File: src/rtl/word_s2p_rx.sv
// Serial receive end of the word link: recovers byte alignment from idle characters
// and extracts SOF-framed 32-bit words from an MSB-first bit stream.
module word_s2p_rx #(
  parameter int         DATA_W     = 32,
  parameter logic [7:0] IDLE       = 8'hBC,
  parameter logic [7:0] SOF        = 8'h7C,
  parameter int         SYNC_COUNT = 4
) (
  input  logic              CLK,
  input  logic              reset,
  input  logic              ENB,
  input  logic              serial_in,
  output logic [DATA_W-1:0] DATO,
  output logic              VALID,
  output logic              active,
  output logic              sync_err
);

  localparam int BYTES = DATA_W / 8;
  localparam int BI_W  = (BYTES > 1) ? $clog2(BYTES) : 1;
  localparam int IC_W  = $clog2(SYNC_COUNT + 1);

  typedef enum logic [1:0] {
    HUNT    = 2'd0,
    ALIGN   = 2'd1,
    IDLE_ST = 2'd2,
    DATA    = 2'd3
  } state_t;

  state_t            state, state_nxt;
  logic [7:0]        sh, sh_next;
  logic [2:0]        bit_cnt, bit_cnt_nxt;
  logic [IC_W-1:0]   idle_cnt, idle_cnt_nxt;
  logic [BI_W-1:0]   byte_idx, byte_idx_nxt;
  logic [DATA_W-1:0] word, word_nxt;
  logic [DATA_W-1:0] dato_nxt;
  logic              valid_nxt;
  logic              serr_nxt;
  logic              active_nxt;
  logic              boundary;

  always_ff @(posedge CLK or negedge reset) begin
    if (!reset) begin
      state    <= HUNT;
      sh       <= '0;
      bit_cnt  <= '0;
      idle_cnt <= '0;
      byte_idx <= '0;
      word     <= '0;
      DATO     <= '0;
      VALID    <= 1'b0;
      active   <= 1'b0;
      sync_err <= 1'b0;
    end else if (ENB) begin
      state    <= state_nxt;
      sh       <= sh_next;
      bit_cnt  <= bit_cnt_nxt;
      idle_cnt <= idle_cnt_nxt;
      byte_idx <= byte_idx_nxt;
      word     <= word_nxt;
      DATO     <= dato_nxt;
      VALID    <= valid_nxt;
      active   <= active_nxt;
      sync_err <= serr_nxt;
    end else begin
      VALID    <= 1'b0;
      sync_err <= 1'b0;
    end
  end

  // All byte decisions look at the byte completed by the bit arriving this edge.
  always_comb begin
    sh_next      = {sh[6:0], serial_in};
    boundary     = (bit_cnt == 3'd7);
    state_nxt    = state;
    bit_cnt_nxt  = bit_cnt + 3'd1;
    idle_cnt_nxt = idle_cnt;
    byte_idx_nxt = byte_idx;
    word_nxt     = word;
    dato_nxt     = DATO;
    valid_nxt    = 1'b0;
    serr_nxt     = 1'b0;

    case (state)
      HUNT: begin
        bit_cnt_nxt = '0;
        if (sh_next == IDLE) begin
          idle_cnt_nxt = IC_W'(1);
          state_nxt    = ALIGN;
        end
      end

      ALIGN: begin
        if (boundary) begin
          if (sh_next == IDLE) begin
            idle_cnt_nxt = idle_cnt + IC_W'(1);
            if (idle_cnt == IC_W'(SYNC_COUNT - 1))
              state_nxt = IDLE_ST;
          end else begin
            idle_cnt_nxt = '0;
            state_nxt    = HUNT;
          end
        end
      end

      IDLE_ST: begin
        if (boundary) begin
          if (sh_next == SOF) begin
            byte_idx_nxt = '0;
            state_nxt    = DATA;
          end else if (sh_next != IDLE) begin
            serr_nxt     = 1'b1;
            idle_cnt_nxt = '0;
            state_nxt    = HUNT;
          end
        end
      end

      DATA: begin
        // Payload bytes are taken verbatim, even if they look like IDLE or SOF.
        if (boundary) begin
          word_nxt     = {word[DATA_W-9:0], sh_next};
          byte_idx_nxt = byte_idx + BI_W'(1);
          if (byte_idx == BI_W'(BYTES - 1)) begin
            dato_nxt  = {word[DATA_W-9:0], sh_next};
            valid_nxt = 1'b1;
            state_nxt = IDLE_ST;
          end
        end
      end

      default: state_nxt = HUNT;
    endcase

    active_nxt = (state_nxt == IDLE_ST) || (state_nxt == DATA);
  end

endmodule

File: config.mk
export PLATFORM = sky130hd
export DESIGN_NAME = word_s2p_rx
export DESIGN_NICKNAME = d
export VERILOG_FILES = /design/src/rtl/word_s2p_rx.sv
export SDC_FILE = /design/constraint.sdc
export NUM_CORES = 1
export LEC_CHECK = 0
export CORE_AREA = 5 5 83 85
export CTS_BUF_LIST = sky130_fd_sc_hd__clkbuf_4 sky130_fd_sc_hd__clkbuf_8
export DETAILED_ROUTE_END_ITERATION = 8
export DIE_AREA = 0 0 88 90
export GPL_TIMING_DRIVEN = 0
export PLACE_DENSITY = 0.77
export SLEW_MARGIN = 30
export SYNTH_ARGS = -nofsm -noshare
export SYNTH_HDL_FRONTEND = slang
export SYNTH_SLANG_ARGS = --single-unit
File: constraint.sdc
create_clock -name CLK -period 2.55 [get_ports CLK]
set_input_delay 0.765 -clock CLK [delete_from_list [all_inputs] [get_ports CLK]]
set_output_delay 0.765 -clock CLK [all_outputs]
set_load 0.05 [all_outputs]
# Yosys cells after proc, flatten, opt, wreduce, memory -nomap -nowiden
# Index checks and enable logic that the tools add are counted.
dict set report word_totals {
  mem_bits_ro 0
  input_bits 4
  latch_bits 0
  n_memories 0
  reg_bits 76
  mem_bits_rw 0
}
dict set report op_classes {
  shift 0
  div 0
  mux 31
  addsub 3
  bitwise_logic 0
  magnitude_cmp 0
  multipliers 0
  n_reduce_logical 8
  n_eq_ne 18
}
# operator count
set op_table {}
lappend op_table {{2-bit two-way mux} 12}
lappend op_table {{3-bit two-way mux} 7}
lappend op_table {{2-bit inequality test, second input constant} 7}
lappend op_table {{2-bit equality test, second input constant} 5}
lappend op_table {{1-bit two-way mux} 9}
lappend op_table {{3-bit one-hot mux with 3 select lines} 1}
lappend op_table {{8-bit by 7-bit equality test with 1-bit output, second input constant} 1}
lappend op_table {{8-bit equality test, second input constant} 1}
lappend op_table {{8-bit inequality test, second input constant} 1}
lappend op_table {{2-bit one-hot mux with 4 select lines} 1}
lappend op_table {{7-bit AND reduction} 1}
lappend op_table {{3-bit by 1-bit adder with 3-bit output, second input constant} 2}
lappend op_table {{5-bit AND reduction} 1}
lappend op_table {{2-bit one-hot mux with 2 select lines} 1}
lappend op_table {{4-bit AND reduction} 1}
lappend op_table {{3-bit by 2-bit equality test with 1-bit output, second input constant} 1}
lappend op_table {{3-bit equality test, second input constant} 1}
lappend op_table {{3-bit AND reduction} 1}
lappend op_table {{3-bit nonzero test} 1}
lappend op_table {{2-bit by 1-bit adder with 2-bit output, second input constant} 1}
lappend op_table {{2-bit by 1-bit equality test with 1-bit output, second input constant} 1}
lappend op_table {{2-bit logical NOT} 1}
lappend op_table {{2-bit nonzero test} 1}
lappend op_table {{1-bit logical OR} 1}

# Longest topological paths before layout
dict set report logic_depth {
  depth_word 7
  mapped_depth 8
  ltp_nobuf 7
}

# Worst setup path before layout
# Ideal clock, no wire load.
dict set report synth_path {
  path_kind {flip-flop to flip-flop}
  start {reg active (netlist name)}
  end {reg idle_cnt[0]}
  path_slack_ns 0.452
  arrival_time_ns 1.970
  path_stages_with_launch 8
  n_path_buf 0
  required_ns 2.422
  setup_ns 0.128
  cell_sequence {dfrtp_1 -> inv_1 -> ha_1 -> nor2_1 -> nor2_1 -> nor3b_1 -> o21a_1 -> mux2_1}
}
# element line
set synth_rtl {}
lappend synth_rtl {{to (signal assigned)} 58} ;# idle_cnt <= idle_cnt_nxt;
lappend synth_rtl {{to (decl)} 33} ;# logic [IC_W-1:0] idle_cnt, idle_cnt_nxt;

# Final worst setup path
dict set report layout_path {
  start {reg active}
  end {out active}
}
# element line
set layout_rtl {}
lappend layout_rtl {{from (decl)} 15} ;# output logic active,
lappend layout_rtl {{from (signal assigned)} 63} ;# active <= active_nxt;
# No word-level cell between the ends.

==> flow_metrics.py <==
metrics = {
    "power": {
        "p_total_w": 0.00272,
        "power.leakage_nw": 1.95,
        "vdd_drop_max_v": 0.000447,
        "p_seq_share_pct": 48.9,
        "p_comb_share_pct": 17.1,
        "p_int_w": 0.00193,
        "power.density_nw_per_um2": 696,
        "switchingPower_w": 0.000791,
        "p_clk_share_pct": 34.0,
        "sw_frac_of_total_pct": 29.0,
    },
    "synth": {
        "synth-main-ff-cell": "dfrtp_1",
        "netlist_top_cells_count": "nand2_1 (82), dfrtp_1 (75), mux2_2 (39)",
        "synth.area.top_cells": "dfrtp_1 (58%), mux2_2 (14%), nand2_1 (9.6%), ha_1 (3.9%), inv_1 (1.1%)",
        "ys_seq_area_share_pct": 58.3,
        "synth_warnings": 0,
        "ys_ff_latch": 75,
        "synth-edff-count": 0,
        "yosys.area.top_type_share_pct": 58.3,
        "yosys.area.top_type": "dfrtp_1",
        "syn-cell-area_um2": 3220,
        "async_flop_share_pct": 100,
        "syn_nets": 295,
        "syn_area_per_cell_um2": 11.4,
        "yosysUniqueCellTypes": 35,
        "yosysMostFrequentCell": "nand2_1",
        "syn_inst": 281,
    },
    "worst_setup_path": {
        "critical_path.cell_chain": "clkdlybuf4s50_1",
        "cpPeakStageDelay_ns": 0.84,
        "slowest_stage": "clkdlybuf4s50_1",
        "timing.rr.end": "DATO[14]$_DFFE_PN0P_",
        "crit_fanout": 6,
        "r2r_slack_ns": 0.42,
        "critical_path_arrival_ns": 1.62,
        "ff2ff_path_depth": 7,
        "critPathLaunchType": "register",
        "crit_family": "buffers and inverters",
        "r2r_start": "bit_cnt[0]$_DFFE_PN0P_",
        "crit_buf_inv": 1,
        "critPathCaptureType": "output pin",
        "critical_path_class": "reg -> out",
        "critical_path_required_ns": 1.79,
    },
    "detailed_routing": {
        "wl_per_cell_um": 14.8,
        "drc": 0,
        "drtAntennaViolNets": 0,
        "drtPass1Iterations": 4,
        "via_per_inst": 5.25,
        "via_count": 2169,
        "finalWirelength_mm": 6.13,
        "drtIter0Drc": 95,
    },
    "sta": {
        "slew_headroom_pct": 65.7,
        "post-route-period-util_pct": 93.7,
        "period_minus_slack_ns": 2.39,
        "rsz0062_at_grt": "false",
        "setup_viol": 0,
        "tightest_slew_ns": 0.515,
        "max_freq_mhz": 418,
        "fin_skew_ns": 0.00643,
        "maxSlewViolCount": 0,
        "whs_ns": 0.356,
        "hold_violations": 0,
    },
    "clock_tree": {
        "h-tree-depth": 3,
        "cts_setup_buffers": 0,
        "cts_tree": "done",
        "numCtsBuffers": 9,
        "clock_sinks": 75,
        "clock_path_buffers": 2,
        "post_cts_resize_count": 0,
        "clock_latency_ns": 0.34,
        "cts-root-buf": "clkbuf_8",
        "cts_hold_buf": 0,
        "path_clk_slew_ns": 0.08,
    },
    "placement": {
        "place_congestion": 0.778,
        "port_buffers": 38,
        "dp_hpwl_mm": 4.27,
        "placed_area_um2": 3710,
    },
    "finish": {
        "syn_to_final_growth_pct": 21.6,
        "antennaDiodeCount": 0,
        "post-route-util_pct": 63.8,
        "fin_area_um2": 3910,
        "finalNetCount": 345,
        "layout-drive-gt1-share_pct": 19.6,
    },
    "floorplan": {
        "initial_core_util_pct": 52.5,
        "core_um2": 6130,
        "rows": 29,
        "fp.dieArea_um2": 7920,
        "die_width_um": 88,
        "ios": 39,
        "die_y_um": 90,
    },
    "worst_hold_path": {
        "hold_path.class": "in -> async",
    },
    "grt": {
        "antenna_found_initial": 0,
        "gr-usage-all-layers_pct": 17.3,
        "grt_pass1_vias": 2207,
        "overflow": 0,
        "grt_pass1_wl_mm": 10.8,
        "grt_max_degree": 45,
    },
    "outcome": {
        "outcome": "finished, final reports clean",
    },
    "flow_run": {
        "drv_cap": 0,
    },
}
power groups by stage:
| stage | logic [W] | registers [W] | clock network, W |
|---|---|---|---|
| after floorplan | 0.000315 | 0.00137 | 0 |
| after CTS | 0.000465 | 0.00133 | 0.000940 |
| after detailed placement | 0.000464 | 0.00135 | 0 |
| after global routing | 0.000517 | 0.00135 | 0.00100 |
| after global placement | 0.000440 | 0.00135 | 0 |
| final | 0.000465 | 0.00133 | 0.000926 |
metal layers:
layer,up-vias,GRT usage (%),wire [µm]
met3,12,4.11,265
met5,-,0,0
met1,1065,23.9,2750
met2,48,26.4,3010
li1,1044,-,-
met4,0,6.39,111
logic make-up (layout without fill, tap and decap cells):
logic type               after synthesis  in the layout  share of synthesized area (%)
flip-flops                            75             75                           58.3
buffers and inverters                 22             77                           3.07
AO/OA/AOI/OAI                         22             22                           4.47
AND/OR/NAND/NOR                      107            107                           14.6
adder cells (fa/ha/maj)               10             10                           3.89
multiplexers                          45             45                           15.6
worst max path at each step:
stage                        from  depth (start not counted)                       to
2_1_floorplan  active$_DFFE_PN0P_                          7  idle_cnt[0]$_DFFE_PN0P_
3_3_place_gp                reset                          1     DATO[13]$_DFFE_PN0P_
3_5_place_dp            serial_in                          5  idle_cnt[2]$_DFFE_PN0P_
4_1_cts        active$_DFFE_PN0P_                          1                   active
5_1_grt        active$_DFFE_PN0P_                          1                   active
6_report       active$_DFFE_PN0P_                          1                   active
through the flow:
step	setup TNS (ns)	setup slack (ns)	instances
4_1_cts	0	0.138	413
2_1_floorplan	0	0.452	281
5_1_grt	0	0.0788	413
6_report	0	0.160	413
3_5_place_dp	-0.619	-0.172	397
3_3_place_gp	-136.06	-1.81	396
final cells by class:
class / instances / area [µm²]
fillers: 493 / 2220
flip-flops and latches: 75 / 1880
multi-input cells: 184 / 1240
repair buffers: 39 / 398
clock buffers: 10 / 138
well taps: 77 / 96.3
plain buffers: 13 / 65.1
clock inverters: 6 / 63.8
inverters: 9 / 33.8
registers in the layout, summed over array words and instances, names as in the netlist:
register / cells
DATO: 32
word: 24
sh: 7
bit_cnt: 3
idle_cnt: 3
byte_idx: 2
VALID: 1
active: 1
state: 1
sync_err: 1
cell usage in the layout (no fill, tap or decap), types with 4 or more instances in the layout:
cell             instances
clkbuf_1                 5
ha_1                    10
buf_2                    5
clkdlybuf4s50_1         37
nand2_1                 82
inv_1                    9
mux2_2                  39
dfrtp_1                 75
nor2_1                   4
o21ai_0                  6
a21oi_1                  4
clkbuf_8                11
nand3_1                  4
No activity file was read; power rests on OpenSTA's default activity.
==> edit, RTL diff (config.mk and constraints unchanged) <==
Register the output `DATO` once more, cleared by the reset; this adds one clock of latency there. The other outputs are not delayed to match.
--- a/src/rtl/word_s2p_rx.sv
+++ b/src/rtl/word_s2p_rx.sv
@@ -29,2 +29,4 @@
 
+  logic [DATA_W-1:0] DATO_s0;
+
   state_t            state, state_nxt;
@@ -49,3 +51,3 @@
       word     <= '0;
-      DATO     <= '0;
+      DATO_s0  <= '0;
       VALID    <= 1'b0;
@@ -60,3 +62,3 @@
       word     <= word_nxt;
-      DATO     <= dato_nxt;
+      DATO_s0  <= dato_nxt;
       VALID    <= valid_nxt;
@@ -79,3 +81,3 @@
     word_nxt     = word;
-    dato_nxt     = DATO;
+    dato_nxt     = DATO_s0;
     valid_nxt    = 1'b0;
@@ -137,2 +139,10 @@
 
+  always_ff @(posedge CLK or negedge reset) begin
+    if (!reset) begin
+      DATO <= '0;
+    end else begin
+      DATO <= DATO_s0;
+    end
+  end
+
 endmodule
Function: same outputs for any inputs over 10 cycles, from zero or initial values and one cycle with reset low; that may be too few to reach the edited logic, so the function may still have changed.
==> edit against the unedited design <==
  * Setup slack improved by 110 ps
  * First-iteration DRC count increased by 31%
  * Utilization increased by 14 points
  * Power increased by 15%
  * Wire length increased by 13%
  * Combinational power decreased by 44%
  * Hold slack got worse by 20 ps
  * Final area increased by 21%
  * Sequential cell count increased by 33
  * Via count increased by 11%
  * Register-to-register slack got worse by 50 ps
  * Synthesized area increased by 25%
==> edit: results (changes against the unedited design) <==
status: "finished clean"  # unchanged
finClkSkew_ps: 6.58  # was 6.43 ps
synthCells: 309  # was 281
vias_per_cell: 5.46  # was 5.25
layout.cells.non_filler: 441  # was 413
grt_max_degree: 58  # was 45
clock.fmax_ghz: 0.438  # was 0.418 GHz
yosysSeqAreaShare_pct: 67.0  # was 58.3%
ys_warn_count: 0  # unchanged
htreeDepth: 3  # unchanged
synth_compound_area_share_pct: 4.25  # was 4.47%
ys_async_sr_fraction_pct: 100  # unchanged
grtUsageTotal_pct: 19.6  # was 17.3%
tightestPinTransition_ps: 505  # was 515 ps
synthAdderAreaFrac_pct: 2.79  # was 3.89%
wl_per_cell_um: 15.6  # was 14.8 um
grt_pass1_vias: 2465  # was 2207
cts.clk_slew.worst_paths_ps: 100  # was 80 ps
dr.pass1.iters: 5  # was 4
p_leak_nw: 2.45  # was 1.95 nW
cts_buffers: 9  # unchanged
drt_iter0_drc: 124  # was 95
path_max_fanout: 1  # was 6
cts_resized: 0  # unchanged
hold_path_class: "in2async"  # unchanged
place_area_um2: 4540  # was 3710 um2
top_regs: "DATO x32, DATO_s0 x32, word x24"  # was DATO x32, word x24, sh x7
clk_latency_ps: 360  # was 340 ps
grt_pass1_wl_mm: 12.1  # was 10.8 mm
cpPeakStageDelay_ps: 800  # was 840 ps
synth_area_leaders: "dfrtp_1 (67%), mux2_2 (11%), nand2_1 (7.0%)"  # was dfrtp_1 (58%), mux2_2 (14%), nand2_1 (9.6%)
synthMuxAreaShare_pct: 11.6  # was 15.6%
p_sw_share_pct: 24.8  # was 29.0%
reg2reg_slack_ps: 370  # was 420 ps
hpwl_mm: 4.66  # was 4.27 mm
place_ws_ps: 2.85  # was -172 ps
synth-xor-area-share_pct: 0.217  # was 0%
drive_above_1_share_pct: 19.0  # was 19.6%
dp.cells: 425  # was 397
ys_types: 40  # was 35
synth_common_cells: "dfrtp_1 (108), nand2_1 (75), mux2_2 (38)"  # was nand2_1 (82), dfrtp_1 (75), mux2_2 (39)
peakVddDrop_mv: 0.511  # was 0.447 mV
crit_arrival_ps: 1520  # was 1620 ps
num-nets-final: 372  # was 345
gp_congestion: 0.866  # was 0.778
fill_cells: 392  # was 493
diodes: 0  # unchanged
synth.net_count: 322  # was 295
worst_hold_slack_ps: 336  # was 356 ps
==> edit: power by group through the flow <==
stage	Combinational (W)	Clock, W	Sequential (W)
2_1_floorplan	0.000163	0	0.00183
5_1_grt	0.000294	0.00115	0.00182
4_1_cts	0.000261	0.00108	0.00181
3_3_place_gp	0.000243	0	0.00184
6_report	0.000259	0.00106	0.00181
3_5_place_dp	0.000257	0	0.00184
==> edit: area by class of cell <==
class	instances	area [um2]	area share, %
Multi-Input combinational cell	178	1220	25.7
Tap cell	77	96.3	2.03
Inverter	9	33.8	0.711
Sequential cell	108	2700	56.9
Buffer	14	75.1	1.58
Clock buffer	10	138	2.90
Clock inverter	6	72.6	1.53
Timing Repair Buffer	39	409	8.61
==> edit: final timing paths <==
path                                      endpoint  cells after the start               startpoint
max                                        DATO[6]                      1        DATO[6]$_DFF_PN0_
min                        DATO_s0[18]$_DFFE_PN0P_                      1                    reset
min reg2reg                     DATO[14]$_DFF_PN0_                      0  DATO_s0[14]$_DFFE_PN0P_
max in group asynchronous  DATO_s0[14]$_DFFE_PN0P_                      2                    reset
min in group CLK                DATO[14]$_DFF_PN0_                      0  DATO_s0[14]$_DFFE_PN0P_
max reg2reg                 DATO_s0[8]$_DFFE_PN0P_                      8   bit_cnt[0]$_DFFE_PN0P_
==> edit: metal layers <==
metal  up-vias  global-route usage, %  wire length, um
li1       1136                      -                -
met2        71                   28.9             3270
met3        15                   5.21              353
met4         0                   6.91              138
met5         -                      0                0
met1      1185                   28.2             3140
==> edit: cells by family (layout without fill, tap and decap cells) <==
family	count (synthesis)	after routing
flops	108	108
simple gates	101	101
mux	42	42
compound gates	25	25
buf+inv	23	78
fa+ha+maj	9	9
xor+xnor	1	1
